### config.mk
export PLATFORM = sky130hd
export DESIGN_NAME = pwm_sample_feeder
export DESIGN_NICKNAME = d
export VERILOG_FILES = /design/src/rtl/audio_pkg.sv /design/src/rtl/audio_sync_fifo.sv /design/src/rtl/pwm_sample_feeder.sv
export SDC_FILE = /design/constraint.sdc
export NUM_CORES = 1
export LEC_CHECK = 0
export ABC_CLOCK_PERIOD_IN_PS = 3300
export CAP_MARGIN = 0
export CORE_ASPECT_RATIO = 0.5
export CORE_MARGIN = 4
export CORE_UTILIZATION = 35
export CTS_CLUSTER_DIAMETER = 120
export DETAILED_ROUTE_END_ITERATION = 7
export SLEW_MARGIN = 20
export SYNTH_ARGS = -nofsm -noshare
export SYNTH_HDL_FRONTEND = slang
export SYNTH_HIERARCHICAL = 1
export SYNTH_SLANG_ARGS = --single-unit
### constraint.sdc
create_clock -name clk -period 3.3 [get_ports clk]
set_clock_uncertainty 0.1 [all_clocks]
set_input_delay 0.66 -clock clk [delete_from_list [all_inputs] [get_ports clk]]
set_output_delay 0.66 -clock clk [all_outputs]
set_load 0.05 [all_outputs]
### src/rtl/audio_pkg.sv
// Constants and types shared by the SID mixer, the sample feeder and pwm_audio.
// Pure declarations: no latency, no backpressure.
// The PWM period here must agree with pwm_audio's period.
package audio_pkg;

    localparam int          IN_WIDTH_DEF    = 16;
    localparam int          OUT_WIDTH_DEF   = 12;
    localparam int          PWM_PERIOD_CLKS = 4095;
    localparam logic [11:0] MIDSCALE        = 12'h800;

    typedef logic signed [IN_WIDTH_DEF-1:0] sample_t;

endpackage

### src/rtl/audio_sync_fifo.sv
// Single-clock FIFO with registered pointers and occupancy count.
// Head entry is visible combinationally; push/pop take effect on the clock edge.
// A push while full is dropped and a pop while empty is ignored.
module audio_sync_fifo #(
    parameter int WIDTH = 16,
    parameter int DEPTH = 4
) (
    input  logic                    clk,
    input  logic                    rst,
    input  logic                    push,
    input  logic [WIDTH-1:0]        din,
    input  logic                    pop,
    output logic [WIDTH-1:0]        dout,
    output logic                    full,
    output logic                    empty,
    output logic [$clog2(DEPTH):0]  level
);

    localparam int AW = $clog2(DEPTH);
    localparam int LW = AW + 1;

    logic [WIDTH-1:0] mem [DEPTH];
    logic [AW-1:0]    wr_ptr;
    logic [AW-1:0]    rd_ptr;
    logic             do_push;
    logic             do_pop;

    assign full    = (level == LW'(DEPTH));
    assign empty   = (level == '0);
    assign do_push = push && !full;
    assign do_pop  = pop && !empty;
    assign dout    = mem[rd_ptr];

    // DEPTH is a power of two, so the pointers wrap by natural overflow.
    always_ff @(posedge clk) begin
        if (rst) begin
            wr_ptr <= '0;
            rd_ptr <= '0;
            level  <= '0;
        end else begin
            if (do_push) begin
                wr_ptr <= wr_ptr + AW'(1);
            end
            if (do_pop) begin
                rd_ptr <= rd_ptr + AW'(1);
            end
            if (do_push && !do_pop) begin
                level <= level + LW'(1);
            end else if (do_pop && !do_push) begin
                level <= level - LW'(1);
            end
        end
    end

    always_ff @(posedge clk) begin
        if (do_push) begin
            mem[wr_ptr] <= din;
        end
    end

endmodule

### src/rtl/pwm_sample_feeder.sv
// Buffers signed mixer samples and hands one noise-shaped 12-bit sample to pwm_audio per PWM period.
// sample/sample_strobe update one cycle after the period tick; sample then holds for a full period.
// in_ready drops only when the FIFO is full; an empty FIFO at a tick repeats the last sample and flags underrun.
module pwm_sample_feeder
    import audio_pkg::*;
#(
    parameter int IN_WIDTH   = IN_WIDTH_DEF,
    parameter int OUT_WIDTH  = OUT_WIDTH_DEF,
    parameter int PWM_PERIOD = PWM_PERIOD_CLKS,
    parameter int FIFO_DEPTH = 4
) (
    input  logic                         clk,
    input  logic                         rst,
    input  logic [IN_WIDTH-1:0]          in_sample,
    input  logic                         in_valid,
    output logic                         in_ready,
    input  logic                         underrun_clr,
    output logic [OUT_WIDTH-1:0]         sample,
    output logic                         sample_strobe,
    output logic                         underrun,
    output logic [$clog2(FIFO_DEPTH):0]  fifo_level
);

    localparam int SH = IN_WIDTH - OUT_WIDTH;
    localparam int SW = IN_WIDTH + 1;
    localparam int CW = $clog2(PWM_PERIOD);
    localparam logic [OUT_WIDTH-1:0] MID = {1'b1, {(OUT_WIDTH-1){1'b0}}};
    localparam logic [IN_WIDTH-1:0]  MSB = {1'b1, {(IN_WIDTH-1){1'b0}}};

    logic [CW-1:0]       cnt;
    logic                tick;
    logic                push;
    logic                pop;
    logic                fifo_full;
    logic                fifo_empty;
    logic [IN_WIDTH-1:0] head;
    logic [IN_WIDTH-1:0] head_ob;
    logic [SW-1:0]       sum;
    logic [SH-1:0]       err;

    assign tick     = (cnt == CW'(PWM_PERIOD - 1));
    assign in_ready = !fifo_full;
    assign push     = in_valid && in_ready;
    // No bypass: emptiness comes from registered level, so a same-cycle push is never popped.
    assign pop      = tick && !fifo_empty;

    audio_sync_fifo #(
        .WIDTH (IN_WIDTH),
        .DEPTH (FIFO_DEPTH)
    ) u_fifo (
        .clk   (clk),
        .rst   (rst),
        .push  (push),
        .din   (in_sample),
        .pop   (pop),
        .dout  (head),
        .full  (fifo_full),
        .empty (fifo_empty),
        .level (fifo_level)
    );

    always_ff @(posedge clk) begin
        if (rst) begin
            cnt <= '0;
        end else if (tick) begin
            cnt <= '0;
        end else begin
            cnt <= cnt + CW'(1);
        end
    end

    // Offset-binary conversion plus the truncated residue from the previous sample.
    assign head_ob = head ^ MSB;
    assign sum     = {1'b0, head_ob} + SW'(err);

    always_ff @(posedge clk) begin
        if (rst) begin
            sample        <= MID;
            sample_strobe <= 1'b0;
            err           <= '0;
        end else begin
            sample_strobe <= pop;
            if (pop) begin
                if (sum[IN_WIDTH]) begin
                    sample <= '1;
                    err    <= '0;
                end else begin
                    sample <= sum[IN_WIDTH-1:SH];
                    err    <= sum[SH-1:0];
                end
            end
        end
    end

    // A new underrun outranks a clear arriving in the same cycle.
    always_ff @(posedge clk) begin
        if (rst) begin
            underrun <= 1'b0;
        end else if (tick && fifo_empty) begin
            underrun <= 1'b1;
        end else if (underrun_clr) begin
            underrun <= 1'b0;
        end
    end

endmodule

==> Yosys cells after proc, flatten, opt, wreduce, memory -nomap -nowiden <==
Memory sizes are Yosys's and may differ from the RTL's. A register that Yosys moved wholly into a read port is not among the register bits.
Cells that the tools add are included.
{ "word_totals": {"mem_bits_rw": 64, "regBits": 37, "word_cells": 43, "out_inout_bits": 18, "inputBits": 20, "mem_count": 1} }
{ "memory_table": {"columns": ["memory", "depth", "width", "read_ports", "rd_clocked_by_memory_dff", "wr", "line_no", "rtl"], "rows": [
  ["u_fifo.mem", 4, 16, 1, 1, 1, "audio_sync_fifo.sv:22", "logic [WIDTH-1:0] mem [DEPTH];"]
]} }
{ "classes": {"n_mux": 10, "reduce_logical": 15, "eq_ne": 2, "n_addsub": 6, "bitwise": 1} }
{ "op_table": {"columns": ["operator", "count"], "rows": [
  ["16-bit by 4-bit adder with 17-bit output", 1],
  ["12-bit by 1-bit adder with 12-bit output (second input constant)", 1],
  ["12-bit == test (second input constant)", 1],
  ["12-bit 2-to-1 mux", 1],
  ["1-bit logical AND", 7],
  ["3-bit 2-to-1 mux", 2],
  ["2-bit by 1-bit adder with 2-bit output (second input constant)", 2],
  ["1-bit zero test", 4],
  ["1-bit 2-to-1 mux", 4],
  ["2-bit 2-to-1 mux", 2],
  ["4-bit 2-to-1 mux", 1],
  ["2-bit nonzero test", 2],
  ["3-bit by 1-bit adder with 3-bit output (second input constant)", 1],
  ["3-bit == test (second input constant)", 1],
  ["3-bit zero test", 1],
  ["3-bit by 1-bit subtractor with 3-bit output (second input constant)", 1],
  ["2-bit OR reduction", 1],
  ["1-bit inverter", 1]
]} }

==> Depth between registers and ports, before layout <==
{ "depth": {"word_depth": 8, "mapped_depth": 11, "ltp_nobuf": 11} }

==> Hierarchy <==
The synthesis kept the hierarchy.
{ "modules_own_cells": {"columns": ["module", "area_per_inst_um2", "cells_each", "instances", "seq_area_each_um2"], "rows": [
  ["audio_sync_fifo", 2805.2, 132, 1, 2102.0],
  ["pwm_sample_feeder", 1682.9, 185, 1, 600.6]
]} }

==> Worst setup path before layout <==
Ideal clock, no wire load.
{ "synth_timing": {"path_type": "register to register", "start": "register with a tool-made name", "end": "register sample[10]", "setup_time_ns": 0.079, "path_slack_ns": 0.582, "stages_incl_launch_ff": 12, "required_ns": 3.121, "period_less_slack_ns": 2.718, "t_arrival_ns": 2.539, "path_buffers": 2, "cell_sequence": "dfxtp_1 -> buf_6 -> mux4_1 -> ha_1 -> inv_1 -> fa_1 -> nand2b_4 -> a2111oi_4 -> nand2_4 -> and2_1 -> buf_6 -> a211oi_2"} }
{ "synth_lines": {"columns": ["item", "line_no", "rtl"], "rows": [
  ["end signal: assignment", "pwm_sample_feeder.sv:88", "sample <= sum[IN_WIDTH-1:SH];"],
  ["end: declaration", "pwm_sample_feeder.sv:18", "output logic [OUT_WIDTH-1:0] sample,"]
]} }

==> run metrics <==
status completed; # setup viols final 0; largest net degree at the start of global routing 22; element type at the critical path end flop; Post-CTS Repair Setup Buffers 0; share of cells above drive strength 1 0.163; post-DR vias/cell ~5.0; total grt overflow 0; placed cells 517; number of library cell types mapped by synthesis 50; fin worst setup slack 0.357 ns; cts-stage hold buffer count 0; max-cap viol count 0; Slew Limit Fails 0; HPWL Detailed 6.12 mm; Area growth syn-to-layout 19.1%; Filler cells 1,079; Die Width 168 um; Syn Nets 350; Sw Share 0.280; Detail Route Antenna Nets 0; RSZ-0062 raised after global routing no; hold crit path type reg -> reg; TritonCTS clock tree done; initial core utilization 0.369; Clk pwr share 0.342; asr flop ratio synth 0; row count 28; wire length per cell between 15 and 20 um; # resized after CTS 0; Multi-input gate area 1640 sq um; r2r setup slk roughly 0.36 ns; clock tree sinks between 100 and 150; first-pass GRT wire length 14.3 mm; met3 GRT Util 0.0383; P_sw 898 uW; H-tree depth 3; ANT cells 0; GR Util met2 0.203; RePlAce Congestion roughly 0.79; Ys Warns 6; setup_tns 0 ns; die height 88.1 um; port bufs 37; Max VDD drop 252 uV; vias in the first global route approximately 2,700; nets 396; post-synthesis sequential area ratio 0.602; Max-Slew Margin vs Limit 0.594; Worst-path clk slew 0.07 ns; Clock Path Buffers 2; Tmin final 2.94 ns; CTS Buf Count 9; Setup WS pre-CTS ~0.33 ns; cell-internal power between 2 and 2.5 mW; CP Launch Type flop; Post-synth EDFFs 64; core area 12,200 sq um; Slew @ Worst Pin 0.604 ns; CP Data Required Time 3.47 ns; synthesized area per cell 14.2 sq um; worst-path fanout max 10; cell count after synthesis 317; critical path class reg -> reg; post-synthesis register bit count a little over 100; DRT Wirelength 8.76 mm; Synth Flop Type edfxtp_1; clock root buffer clkbuf_16; Pwr Density 601 nW/um^2; clk_lat worst skew 0.35 ns; Crit path arrival time approximately 3.1 ns; commonest non-fill, non-tap cell in the layout edfxtp_1; initial antenna violation count 0; mapped cell area 4490 sq um; via count 2,652; most frequent cells in the layout edfxtp_1, dfxtp_1, clkdlybuf4s50_1, nor2_1, xor2_1; Max Freq 0.340 GHz; GRT Max-Usage Layer met2; drt first pass iters 4; DRC 0; FF/Latch Area about 2700 sq um; LEAKAGE 1.77 nW; fin util 0.440; GR Util met1 0.163; drt initial violations 142; crit share post-route 0.892; Cell Count, Final, Fillers Out 533; IO Count 38; Hold Vio Cnt, Final 0; DIE AREA 14,800 sq um; gr usage total 0.125; Gate power share 0.170; sequential share of power 0.488
[per-stage QoR]
step	total power, mW	instance area [sq um]	hold WS [ns]
finish	3.21	5350	0.374
global route	3.35	5350	0.405
CTS	3.24	5350	0.373
detailed placement	2.15	5030	0.359
global placement	2.12	5030	0.341
floorplan	1.95	4490	0.330
[synthesized netlist by cell type, types with 2 or more instances]
master,count,area share
edfxtp_1,64,0.43
dfxtp_1,39,0.17
nor2_1,35,0.029
xor2_1,16,0.031
mux4_2,13,0.065
a21oi_1,12,0.013
nand3_1,12,0.013
ha_1,11,0.031
a211oi_2,10,0.028
inv_1,9,0.0075
nand2_1,9,0.0075
xnor2_1,9,0.018
nand2b_1,8,0.011
nand4_1,6,0.0084
and2_1,5,0.0070
nor2b_1,4,0.0056
nor3_1,4,0.0045
buf_2,3,0.0033
clkbuf_1,3,0.0025
mux2i_1,3,0.0067
mux4_1,3,0.018
o21ai_0,3,0.0033
and3_1,2,0.0028
and4_1,2,0.0039
buf_6,2,0.0050
clkbuf_8,2,0.0061
fa_1,2,0.0089
nor2_2,2,0.0028
nor4_1,2,0.0028
or3_1,2,0.0028
[layout make-up]
type	count	area share
inverters	9	0.00632
flip-flops and latches	103	0.505
well taps	165	0.0386
clock buffers	9	0.0421
clock inverters	7	0.0168
multi-input cells	193	0.307
repair buffers	47	0.0833
[power by group through the flow]
stage / logic [mW] / registers (mW) / clock network, mW
after CTS: 0.551 / 1.57 / 1.12
after detailed placement: 0.548 / 1.60 / 0
after global placement: 0.531 / 1.59 / 0
after floorplan: 0.317 / 1.63 / 0
final: 0.546 / 1.57 / 1.10
after global routing: 0.594 / 1.58 / 1.18
[worst paths after layout]
kind	startpoint	to	cells after the start
worst min-delay path	cnt[0]	cnt[0]	1
worst max-delay path	flop	sample[10]	9
worst max register to register	flop	sample[10]	9
worst min register to register	cnt[0]	cnt[0]	1
[cell families (layout without fill, tap and decap cells)]
kind of cell,Yosys count,count (layout),share of synthesized area
DFF,103,103,0.602
and+or+nand+nor,101,101,0.120
AOI/OAI and AO/OA,35,35,0.0677
xor gates and xnor gates,25,25,0.0488
buffers and inverters,21,72,0.0318
muxes,19,19,0.0895
adders and majority gates,13,13,0.0396
[registers in the layout, indices dropped and copies added (netlist names), named ones only]
| name | cells |
|---|---|
| cnt | 12 |
| err | 4 |
| sample | 12 |
| sample_strobe | 1 |
| u_fifo/level | 3 |
| u_fifo/mem | 64 |
| u_fifo/rd_ptr | 2 |
| u_fifo/wr_ptr | 2 |
| underrun | 1 |
[worst max-delay path: stages (launching register included)]
cell and delay, ns:
dfxtp_1 0.46, buf_4 0.22, mux4_2 0.28, inv_1 0.07, fa_1 0.45, nand2b_4 0.19, a2111oi_4 0.37, nand2_4 0.12
and2_1 0.34, a211oi_2 0.27
[layer usage]
layer,part of all wire,wire length [um]
met2,0.46,4030
met4,0.010,90
met3,0.051,444
met5,0,0
met1,0.48,4200
No activity file was read; power rests on OpenSTA's default activity.
